**config.mk**
```make
export PLATFORM = sky130hd
export DESIGN_NAME = qam_frame_ctrl
export DESIGN_NICKNAME = d
export VERILOG_FILES = /design/src/rtl/qam_pkg.sv /design/src/rtl/qam_frame_ctrl.sv
export SDC_FILE = /design/constraint.sdc
export NUM_CORES = 1
export LEC_CHECK = 0
export CORE_ASPECT_RATIO = 2
export CORE_UTILIZATION = 45
export CTS_BUF_LIST = sky130_fd_sc_hd__clkbuf_4 sky130_fd_sc_hd__clkbuf_8 sky130_fd_sc_hd__clkbuf_16
export DETAILED_ROUTE_END_ITERATION = 10
export PLACE_DENSITY = 0.77
export REMOVE_ABC_BUFFERS = 1
export SETUP_SLACK_MARGIN = 0.15
export SYNTH_ARGS = -nofsm -noshare
export SYNTH_HDL_FRONTEND = slang
export SYNTH_SLANG_ARGS = --single-unit
export TNS_END_PERCENT = 1
```
**constraint.sdc**
```tcl
create_clock -name clk -period 3.2 [get_ports clk]
set_input_delay 0.32 -clock clk [delete_from_list [all_inputs] [get_ports clk]]
set_output_delay 0.32 -clock clk [all_outputs]
set_load 0.05 [all_outputs]
```
**src/rtl/qam_pkg.sv**
```systemverilog
// Shared constants and state encoding for the QAM frame sequencer.
package qam_pkg;

    localparam logic [2:0] QAM_BPSK = 3'd0;
    localparam logic [2:0] QAM_QPSK = 3'd1;
    localparam logic [2:0] QAM_16   = 3'd2;
    localparam logic [2:0] QAM_MAX  = 3'd2;

    localparam logic [7:0] HDR_SYNC = 8'hA5;

    typedef enum logic [1:0] {
        StIdle,
        StPre,
        StPay,
        StDrain
    } frame_state_e;

    function automatic logic [31:0] make_header(input logic [2:0]  qam,
                                                input logic [15:0] len);
        return {HDR_SYNC, 5'b0, qam, len};
    endfunction

endpackage

```
**src/rtl/qam_frame_ctrl.sv**
```systemverilog
// Frame sequencer: preamble (BPSK), header (QPSK), then payload at the latched order,
// handed to the modulator one word at a time over valid/ready.
module qam_frame_ctrl
    import qam_pkg::*;
#(
    parameter int unsigned PREAMBLE_WORDS   = 2,
    parameter logic [31:0] PREAMBLE_PATTERN = 32'hAAAA_AAAA,
    parameter int unsigned LEN_W            = 8
) (
    input  logic             clk,
    input  logic             rst,
    input  logic             start_i,
    input  logic [LEN_W-1:0] cfg_len_i,
    input  logic [2:0]       cfg_qam_i,
    output logic             busy_o,
    output logic             done_o,
    output logic             cfg_err_o,
    input  logic [31:0]      pl_data_i,
    input  logic             pl_valid_i,
    output logic             pl_ready_o,
    output logic [31:0]      mod_data_o,
    output logic [2:0]       mod_qam_o,
    output logic             mod_valid_o,
    input  logic             mod_ready_i
);

    localparam logic [3:0] PreWords = 4'(PREAMBLE_WORDS);

    frame_state_e     state_q, state_d;
    logic [3:0]       pre_cnt_q, pre_cnt_d;
    logic [LEN_W-1:0] pay_cnt_q, pay_cnt_d;
    logic [LEN_W-1:0] len_q, len_d;
    logic [2:0]       qam_q, qam_d;
    logic [31:0]      mod_data_q, mod_data_d;
    logic [2:0]       mod_qam_q, mod_qam_d;
    logic             mod_valid_q, mod_valid_d;
    logic             done_q, done_d;
    logic             cfg_err_q, cfg_err_d;

    logic             load_ok;
    logic             load;
    logic [31:0]      load_data;
    logic [2:0]       load_qam;
    logic             pl_ready;
    logic [15:0]      len_ext;

    assign load_ok = !mod_valid_q || mod_ready_i;
    assign len_ext = 16'(len_q);

    always_comb begin
        state_d   = state_q;
        pre_cnt_d = pre_cnt_q;
        pay_cnt_d = pay_cnt_q;
        len_d     = len_q;
        qam_d     = qam_q;
        load      = 1'b0;
        load_data = '0;
        load_qam  = QAM_BPSK;
        done_d    = 1'b0;
        cfg_err_d = 1'b0;
        pl_ready  = 1'b0;

        unique case (state_q)
            StIdle: begin
                if (start_i) begin
                    if (cfg_qam_i <= QAM_MAX) begin
                        len_d     = cfg_len_i;
                        qam_d     = cfg_qam_i;
                        load      = 1'b1;
                        load_data = PREAMBLE_PATTERN;
                        load_qam  = QAM_BPSK;
                        pre_cnt_d = 4'd1;
                        pay_cnt_d = '0;
                        state_d   = StPre;
                    end else begin
                        cfg_err_d = 1'b1;
                    end
                end
            end
            StPre: begin
                if (load_ok) begin
                    load = 1'b1;
                    if (pre_cnt_q < PreWords) begin
                        load_data = PREAMBLE_PATTERN;
                        load_qam  = QAM_BPSK;
                        pre_cnt_d = pre_cnt_q + 4'd1;
                    end else begin
                        load_data = make_header(qam_q, len_ext);
                        load_qam  = QAM_QPSK;
                        pay_cnt_d = '0;
                        state_d   = (len_q == '0) ? StDrain : StPay;
                    end
                end
            end
            StPay: begin
                pl_ready = load_ok && pl_valid_i;
                if (pl_ready) begin
                    load      = 1'b1;
                    load_data = pl_data_i;
                    load_qam  = qam_q;
                    pay_cnt_d = pay_cnt_q + LEN_W'(1);
                    if (pay_cnt_d == len_q) begin
                        state_d = StDrain;
                    end
                end
            end
            StDrain: begin
                // Last word still sits in the output register until the modulator takes it.
                if (mod_valid_q && mod_ready_i) begin
                    done_d  = 1'b1;
                    state_d = StIdle;
                end
            end
            default: state_d = StIdle;
        endcase

        if (load) begin
            mod_valid_d = 1'b1;
        end else if (load_ok) begin
            mod_valid_d = 1'b0;
        end else begin
            mod_valid_d = mod_valid_q;
        end
        mod_data_d = load ? load_data : mod_data_q;
        mod_qam_d  = load ? load_qam  : mod_qam_q;
    end

    always_ff @(posedge clk) begin
        if (!rst) begin
            state_q     <= StIdle;
            pre_cnt_q   <= '0;
            pay_cnt_q   <= '0;
            len_q       <= '0;
            qam_q       <= '0;
            mod_data_q  <= '0;
            mod_qam_q   <= '0;
            mod_valid_q <= 1'b0;
            done_q      <= 1'b0;
            cfg_err_q   <= 1'b0;
        end else begin
            state_q     <= state_d;
            pre_cnt_q   <= pre_cnt_d;
            pay_cnt_q   <= pay_cnt_d;
            len_q       <= len_d;
            qam_q       <= qam_d;
            mod_data_q  <= mod_data_d;
            mod_qam_q   <= mod_qam_d;
            mod_valid_q <= mod_valid_d;
            done_q      <= done_d;
            cfg_err_q   <= cfg_err_d;
        end
    end

    assign busy_o      = (state_q != StIdle);
    assign done_o      = done_q;
    assign cfg_err_o   = cfg_err_q;
    assign pl_ready_o  = pl_ready;
    assign mod_data_o  = mod_data_q;
    assign mod_qam_o   = mod_qam_q;
    assign mod_valid_o = mod_valid_q;

endmodule

```
# After elaboration in Yosys (flattened, before gate mapping)
# Cells that the tools add are included.
# Widths: inputs -> output; s select.
[word_totals] reg_bits=63 output_inout_bits=40 input_bits=48 elab_cells=82
[op_classes] n_mux=40 n_lt_le_gt_ge=2 n_reduce_logical=16 n_eq_ne=12 add_sub_neg=2
[ops] operator="$mux 32" n=4
[ops] operator="$pmux 32 s3" n=1
[ops] operator="$mux 8" n=5
[ops] operator="$mux 28" n=1
[ops] operator="$pmux 8 s3" n=1
[ops] operator="$mux 4" n=4
[ops] operator="$ne 2x2->1 const B" n=8
[ops] operator="$mux 2" n=7
[ops] operator="$mux 1" n=12
[ops] operator="$add 8x1->8 const B" n=1
[ops] operator="$eq 8x8->1" n=1
[ops] operator="$logic_not 8->1" n=1
[ops] operator="$pmux 2 s4" n=1
[ops] operator="$pmux 4 s2" n=1
[ops] operator="$reduce_and 7->1" n=1
[ops] operator="$pmux 3 s2" n=1
[ops] operator="$reduce_and 3->1" n=2
[ops] operator="$reduce_and 6->1" n=1
[ops] operator="$reduce_bool 2->1" n=3
[ops] operator="$reduce_and 5->1" n=1
[ops] operator="$add 4x1->4 const B" n=1
[ops] operator="$eq 2x2->1 const B" n=2
[ops] operator="$lt 4x2->1 const B" n=1
[ops] operator="$le 3x2->1 const B" n=1
[ops] operator="9 further kinds" n=10

# Logic depth before layout (Yosys ltp)
# Gate-level depths: netlist of the first run.
[logic_depth] ltp_word=6 mapped_depth=9 mapped_depth_nobuf=7

# Worst setup path before layout of the first run
# No wires, ideal clock.
[synth_timing] kind="reg2reg" start="register state_q[1]" end="register pay_cnt_q[2]" t_required_ps=3124 setup_time_ps=76 synth_period_minus_slack_ps=2185 setup_slack_ps=1015 t_arrival_ps=2110 path_stages_with_launch=9 n_path_buf=1 cell_sequence="dfxtp_1 -> inv_1 -> ha_1 -> clkbuf_1 -> and2_1 -> a211oi_1 -> nand3_1 -> or3b_2 -> a21boi_0"
[synth_via] elab_chain_cells=3 elab_cells_between_ends=11 classes_between="eq/ne: 7; mux: 1; reduce/logical: 3"
[synth_lines] element="start, declared" line_no="qam_frame_ctrl.sv:29" rtl="frame_state_e state_q, state_d;"
[synth_lines] element="start signal, assigned" line_no="qam_frame_ctrl.sv:130" rtl="state_q <= StIdle;"
[synth_lines] element="start signal, assigned" line_no="qam_frame_ctrl.sv:141" rtl="state_q <= state_d;"
[synth_lines] element="$eq 2x2->1, or another cell as far along" line_no="qam_frame_ctrl.sv:63" rtl="unique case (state_q)"
[synth_lines] element="$ne 2x2->1 (no line) or $reduce_bool 3->1 (tied branches)"
[synth_lines] element="$reduce_and 6->1 (no line)"
[synth_lines] element="end signal, assigned" line_no="qam_frame_ctrl.sv:143" rtl="pay_cnt_q <= pay_cnt_d;"
[synth_lines] element="end, declared" line_no="qam_frame_ctrl.sv:31" rtl="logic [LEN_W-1:0] pay_cnt_q, pay_cnt_d;"
# Parallel ways exist; a longest one is shown, timed or not.
# A chain may end at the register's enable or synchronous reset.

# Final worst setup path of the first run
[layout_timing] start="register state_q[0]" end="output pl_ready_o"
[layout_via] elab_chain_cells=2
[layout_lines] element="$eq 2x2->1" line_no="qam_frame_ctrl.sv:63"
[layout_lines] element="$mux 1" line_no="qam_frame_ctrl.sv:63"
[layout_lines] element="end, declared" line_no="qam_frame_ctrl.sv:20" rtl="output logic pl_ready_o,"
# No other way between the ends.

==> results of run 1 <==
registers in the layout, indices dropped and copies added (netlist names), 2 cells and up:
name / flops
pay_cnt_q: 8
pre_cnt_q: 4
qam_q: 3
len_q: 8
mod_data_o: 32
state_q: 2
mod_qam_o: 3
through the flow:
| step | util (%) | worst slack [ns] | std cells | cell area [um2] | hold WS [ns] |
|---|---|---|---|---|---|
| floorplan | - | 0.6955 | 324 | 2885 | 0.4377 |
| global placement | 61.43 | 0.6808 | 503 | 3908 | 0.4492 |
| detailed placement | 61.43 | 0.5997 | 503 | 3908 | 0.4669 |
| CTS | 66.29 | 0.6200 | 519 | 4217 | 0.4799 |
| global route | 66.29 | 0.4382 | 519 | 4217 | 0.5016 |
| finish | 66.29 | 0.6078 | 519 | 4217 | 0.4754 |
logic make-up (layout without fill, tap and decap cells):
family | count (synthesis) | after routing
xor gates and xnor gates | 9 | 9
DFF | 63 | 63
muxes | 1 | 1
buffers and inverters | 26 | 114
AOI/OAI and AO/OA | 109 | 109
adders and majority gates | 7 | 7
and+or+nand+nor | 130 | 130
Yosys cell counts, drive strengths merged (4+ instances only):
library cell	count	area share, %
a21boi	22	5.5
a21oi	21	3.6
a221oi	8	2.6
a22oi	14	3.5
and2	8	1.7
buf	7	1.8
clkbuf	14	1.8
dfxtp	63	42
ha	7	2.9
inv	4	0.50
nand2	52	6.5
nand3	9	1.9
nand4	4	0.84
nor2	16	2.0
nor2b	12	2.5
nor3	6	1.0
nor3b	6	1.5
o21a	4	1.0
o21ai	20	3.3
xnor2	5	1.5
xor2	4	1.2
report_power, final:
group | total, uW | switching, uW | leakage (uW) | internal [uW]
clock network | 985 | 360 | 0.000141 | 625
registers | 1090 | 120 | 0.000514 | 970
logic | 1710 | 1130 | 0.000872 | 578
total | 3780 | 1610 | 0.00153 | 2170
worst min path at each step:
stage / end / slack [ns] / cells after the start
after floorplan: pay_cnt_q[7] / 0.44 / 1
after global placement: mod_qam_o[1] / 0.45 / 2
after detailed placement: mod_qam_o[1] / 0.47 / 2
after CTS: mod_qam_o[2] / 0.48 / 2
after global routing: mod_qam_o[2] / 0.50 / 2
final: mod_qam_o[2] / 0.48 / 2
cell type report:
type	count	area [um2]	share of cell area, %
well taps	86	107.6	2.552
repair buffers	93	908.4	21.54
multi-input cells	256	1612	38.22
flip-flops and latches	63	1261	29.91
clock inverters	6	70.07	1.662
clock buffers	10	239.0	5.668
inverters	5	18.77	0.4451
metal layers:
metal	vias up	routed length, um	GRT usage [%]
li1	1410	-	-
met1	1401	3130	27.27
met2	79	4881	47.99
met3	25	380	7.166
met4	0	288	13.66
met5	-	0	0
worst max-delay path, stage by stage (launching register included):
cell,delay (ns)
dfxtp_1,0.36
inv_1,0.12
ha_1,0.49
nand3_1,0.31
clkinv_1,0.10
buf_4,0.29
buf_4,0.26
==> summary.md, run 1 <==
| Metric | Value |
|---|---|
| Status | completed |
| DRC Markers | 0 |
| Initial antenna violation count | 0 |
| DR pass1 iterations | 5 |
| Final setup violation count | 0 |
| R2R setup slack | 0.61 ns |
| Initial DRC count | 153 |
| Setup crit end | pl_ready_o |
| DP HPWL | 6.168 mm |
| CP Class | flip-flop to output port |
| Initial Utilization | 47.05% |
| Gr usage total | 27.05% |
| Vias per inst | 5.617 |
| Cells after Synth | 345 |
| Netlist cell types | 55 |
| Drt total wl | 8.680 mm |
| Worst Path Arrival | 2.27 ns |
| Critical Path RT | 2.88 ns |
| Cells on worst reg2reg path | 6 |
| Commonest non-fill, non-tap cell in the layout | clkdlybuf4s50_1 |
| Largest family of logic cells by synthesized area | compound AO/OA/AOI/OAI gates |
| Slew margin rel. | 52.43% |
| Core box area | 6361 um2 |
| Commonest cells after routing, fill and taps aside | 85 x clkdlybuf4s50_1, 63 x dfxtp_1, 52 x nand2_1 |
| CP max FO | 26 |
| Area share of fa/ha/maj cells after synthesis | 2.926% |
| # IOs | 88 |
| CTS Buf Count | 9 |
| # hold bufs at CTS | 0 |
| CP Launch Type | flip-flop |
| Max clock buf depth | 2 |
| DR vias | 2915 |
| Worst Tran Pin Value | 0.7109 ns |
| Mux cell area share after synthesis | 0.3344% |
| Post-synthesis simple-gate area fraction | 22.20% |
| Number of port buffers | 87 |
| Setup TNS | 0 ns |
| Period utilization | 81.01% |
| Clk_lat worst skew | 0.33 ns |
| Top FF cell, synth | dfxtp_1 |
| Number of global-route vias before repair | 2895 |
| Fmax | 385.8 MHz |
| Worst setup startpoint | state_q[0] |
| First-pass GRT wire length | 14.11 mm |
| Critical Path Sink Type | output port |
| Netlist Area Pre-Place | 2993 um2 |
| Max VDD drop | 0.5759 mV |
| Final clock skew | 0.003875 ns |
| Reg-to-Reg End | state_q[1] |
| Routed Antenna Nets | 0 |
| Fraction of registers with async set/reset | 0% |
| Ant. Diodes | 0 |
| Slew Limit Fails | 0 |
| Post-Synth XOR/XNOR Area | 2.634% |
| Share of cells above drive strength 1 | 8.545% |
| Post-CTS Resized | 0 |
| Post-CTS setup repair buffer count | 0 |
| RSZ-0062 raised after global routing | false |
| Synth warn | 0 |
| RR Startpoint | pay_cnt_q[0] |
| Hold crit path type | flip-flop to flip-flop |
| Routability congestion estimate | 0.8955 |
| Maxcap violations | 0 |
| H-Tree Depth | 3 |
| Rows | 41 |
| Synth Area per Inst | 8.675 um2 |
| Sequential area share after synthesis | 42.14% |
| Post-synthesis compound-gate area fraction | 25.54% |
| DIE HEIGHT | 117.3 um |
| WL/cell | 16.72 um |
| Final-report hold violation count | 0 |
| Gr ovfl total | 0 |
| Register bit total from synthesis | 63 |
| Fill count | 597 |
| EDFF count, synth | 0 |
| TritonCTS clock tree | done |
| CTS sink cnt | 63 |
| Tmin final | 2.592 ns |
| CTS clk-pin slew, worst paths | 0.05 ns |
| Root buf cell | clkbuf_16 |
| Total power | 3783 uW |
| Largest net degree at the start of global routing | 43 |
| Leak | 0.001527 uW |
| Nets | 483 |
| Layout area overhead | 40.89% |
| Die ar. | 7000 um2 |
| PD cells | 897.1 nW/um2 |
| DIE WIDTH | 59.67 um |
| Hold_sp | mod_qam_o[2] |
Note: power is estimated with default switching activity, not from simulation.
==> run 2: changes to the inputs <==
--- a/config.mk
+++ b/config.mk
@@ -6,7 +6,7 @@
 export NUM_CORES = 1
 export LEC_CHECK = 0
 export CORE_ASPECT_RATIO = 2
-export CORE_UTILIZATION = 45
+export CORE_UTILIZATION = 43
 export CTS_BUF_LIST = sky130_fd_sc_hd__clkbuf_4 sky130_fd_sc_hd__clkbuf_8 sky130_fd_sc_hd__clkbuf_16
 export DETAILED_ROUTE_END_ITERATION = 10
 export PLACE_DENSITY = 0.77
==> constraint.sdc (replaced) <==
create_clock -name clk -period 2.3 [get_ports clk]
set_input_delay 0.23 -clock clk [delete_from_list [all_inputs] [get_ports clk]]
set_output_delay 0.23 -clock clk [all_outputs]
set_load 0.05 [all_outputs]
==> run 2 against run 1 <==
Effect of this change: first-iteration DRC count rose by 25%; clock power rose by 30%; cell count rose by 3.7%; hold slack got worse by 0.11 ns; flip-flop and latch count did not move; via count rose by 2.3%; sequential power rose by 39%; global-route usage fell by 0.64 points; count of clock-buffer cells in the layout rose by 2; largest cell class unchanged; largest power group unchanged; highest routed layer unchanged.
==> summary.md, run 2 (synthesized netlist as in run 1, its figures left out) <==
| Metric | Value |
|---|---|
| Routed Antenna Nets | 0 (unchanged) |
| Crit path buf inv count | 1 (-3) |
| Final Core Density | 65.94% (-0.35 points) |
| DIE WIDTH | 60.99 um (+2.2%) |
| DP HPWL | 6.489 mm (+5.2%) |
| Max VDD drop | 0.7663 mV (+33%) |
| TritonCTS clock tree | done |
| Largest net degree at the start of global routing | 41 (-4.7%) |
| Layout area overhead | 47.03% |
| Slew Limit Fails | 0 (unchanged) |
| Share of cells above drive strength 1 | 15.11% (+6.6 points) |
| First-pass GRT wire length | 14.17 mm (+0.44%) |
| Setup TNS | 0 ns (unchanged) |
| CP max FO | 5 (-81%) |
| Commonest non-fill, non-tap cell in the layout | clkdlybuf4s50_1 |
| DR pass1 iterations | 4 (-1) |
| Core box area | 6674 um2 (+4.9%) |
| Clk_lat worst skew | 0.33 ns (about the same) |
| Cell chain of the critical path | buf_4 > and2_1 > or3b_2 > a21boi_1 > o2111ai_2 > and2_2 > o221a_1 |
| Initial DRC count | 191 (+25%) |
| Number of global-route vias before repair | 2808 (-3.0%) |
| Rows | 42 (+2.4%) |
| Status | completed |
| CP peak stage delay | 0.47 ns (-0.02 ns) |
| Dpl cells | 522 (+3.8%) |
| Final setup slack of the worst path | 0.2286 ns (-0.3792 ns) |
| Max Used Layer | met4 |
| Fmax | 482.8 MHz |
| Hold crit path type | input pin to flip-flop |
| Register area | 1267 um2 (+0.50%) |
| DRC Markers | 0 (unchanged) |
| DP Worst Slack | -0.03883 ns (-0.6385 ns) |
| Ant. Diodes | 0 (unchanged) |
| Initial antenna violation count | 0 (unchanged) |
| Worst Path Arrival | 2.29 ns (+0.02 ns) |
| Fin cells | 538 (+3.7%) |
| Max FFs per register | 32 (unchanged) |
| CTS clk-pin slew, worst paths | 0.05 ns (about the same) |
| Number of port buffers | 87 (unchanged) |
| Total power | 5334 uW (+41%) |
| DR vias | 2983 (+2.3%) |
| Drt total wl | 8.927 mm (+2.8%) |
| Area of the multi-input gates | 1654 um2 (+2.6%) |
| CTS Buf Count | 9 (unchanged) |
| Initial Utilization | 44.84% (-2.2 points) |
| WL/cell | 16.59 um (-0.79%) |
| Final clock skew | 0.005867 ns (+0.001991 ns) |
| Final setup violation count | 0 (unchanged) |
| Max clock buf depth | 2 (unchanged) |
| CTS sink cnt | 63 (unchanged) |
| Met2 wire length | 4.931 mm (+1.0%) |
| CP Class | flip-flop to flip-flop |
| Nets | 501 (+3.7%) |
| Maxcap violations | 0 (unchanged) |
| Commonest cells after routing, fill and taps aside | 84 x clkdlybuf4s50_1, 58 x dfxtp_1, 52 x nand2_1 |
| Vias per inst | 5.545 (-1.3%) |
| PD cells | 1212 nW/um2 (+35%) |
| Leak | 0.001633 uW (+6.9%) |
| CP Launch Type | flip-flop |
| Gr usage total | 26.41% (-0.64 points) |
| RSZ-0062 raised after global routing | true |
| Tmin final | 2.071 ns |
| Routability congestion estimate | 0.8843 (-1.3%) |
| Critical Path RT | 2.52 ns (-0.36 ns) |
| Met3 WL | 328 um (-14%) |
| Gr ovfl total | 0 (unchanged) |
| Fill count | 577 (-3.4%) |
| CP top delay family | simple AND/OR/NAND/NOR gates |
| Final-report hold violation count | 0 (unchanged) |
| Die ar. | 7318 um2 (+4.5%) |
| H-Tree Depth | 3 (unchanged) |
| Critical Path Sink Type | flip-flop |
| Worst path slowest cell | or3b_2 |
| Slew margin rel. | 63.62% (+11 points) |
| # IOs | 88 (unchanged) |
| Period utilization | 90.06% |
| DIE HEIGHT | 120.0 um (+2.3%) |
| WL met1 | 3.404 mm (+8.8%) |
| Worst Tran Pin Value | 0.5439 ns (-0.1670 ns) |
| Root buf cell | clkbuf_16 |
==> run 2: cell types whose count changed in the layout (fill, tap and decap cells not counted), moves of 2 or more <==
cell and delta:
dfxtp_1 -5, buf_4 +15, clkinvlp_4 -2, dfxtp_2 +5
clkinv_2 +3, clkbuf_8 +2, clkinv_4 -2, buf_6 +3
==> run 2: metrics by stage <==
step                      cell area, um2  hold slack [ns]
after floorplan                     2885           0.3477
after global placement              4048           0.4535
after detailed placement            4048           0.4586
after CTS                           4360           0.3696
after global routing                4400           0.3986
final                               4400           0.3652
==> run 2: final timing paths <==
path                                    from            to  slack [ns]  cells after the start
worst max-delay path            pay_cnt_q[0]    state_q[0]        0.23                      7
worst min-delay path                     rst  pay_cnt_q[6]        0.37                      2
worst max register to register  pay_cnt_q[0]    state_q[0]        0.23                      7
worst min register to register  mod_qam_o[1]  mod_qam_o[1]        0.47                      2
==> run 2: final cells by class <==
cell class                      count  area share [%]
Clock buffer                       12           6.056
Inverter                            5          0.4549
Clock inverter                      3          0.3981
Tap cell                           88           2.502
Timing Repair Buffer              111           24.20
Sequential cell                    63           28.80
Multi-Input combinational cell    256           37.59
==> run 2: what timing repair did <==
action | in CTS | in global routing
gates resized for setup | 8 | 10
setup buffers | 0 | 1
cloned | 0 | 0
hold buffers | 0 | 0
endpoints found under the setup margin | 5 | 10
pin swaps | 0 | 5
==> run 2: power by group <==
| group | internal, uW | switching (uW) | total, uW |
|---|---|---|---|
| registers | 1350 | 161 | 1510 |
| logic | 925 | 1620 | 2540 |
| clock network | 806 | 473 | 1280 |
| total | 3080 | 2250 | 5330 |
==> run 2: per-layer routing <==
layer,GRT usage (%),vias up
met5,0,-
met4,10.94,0
li1,-,1443
met2,46.09,78
met1,29.54,1441
met3,5.711,21
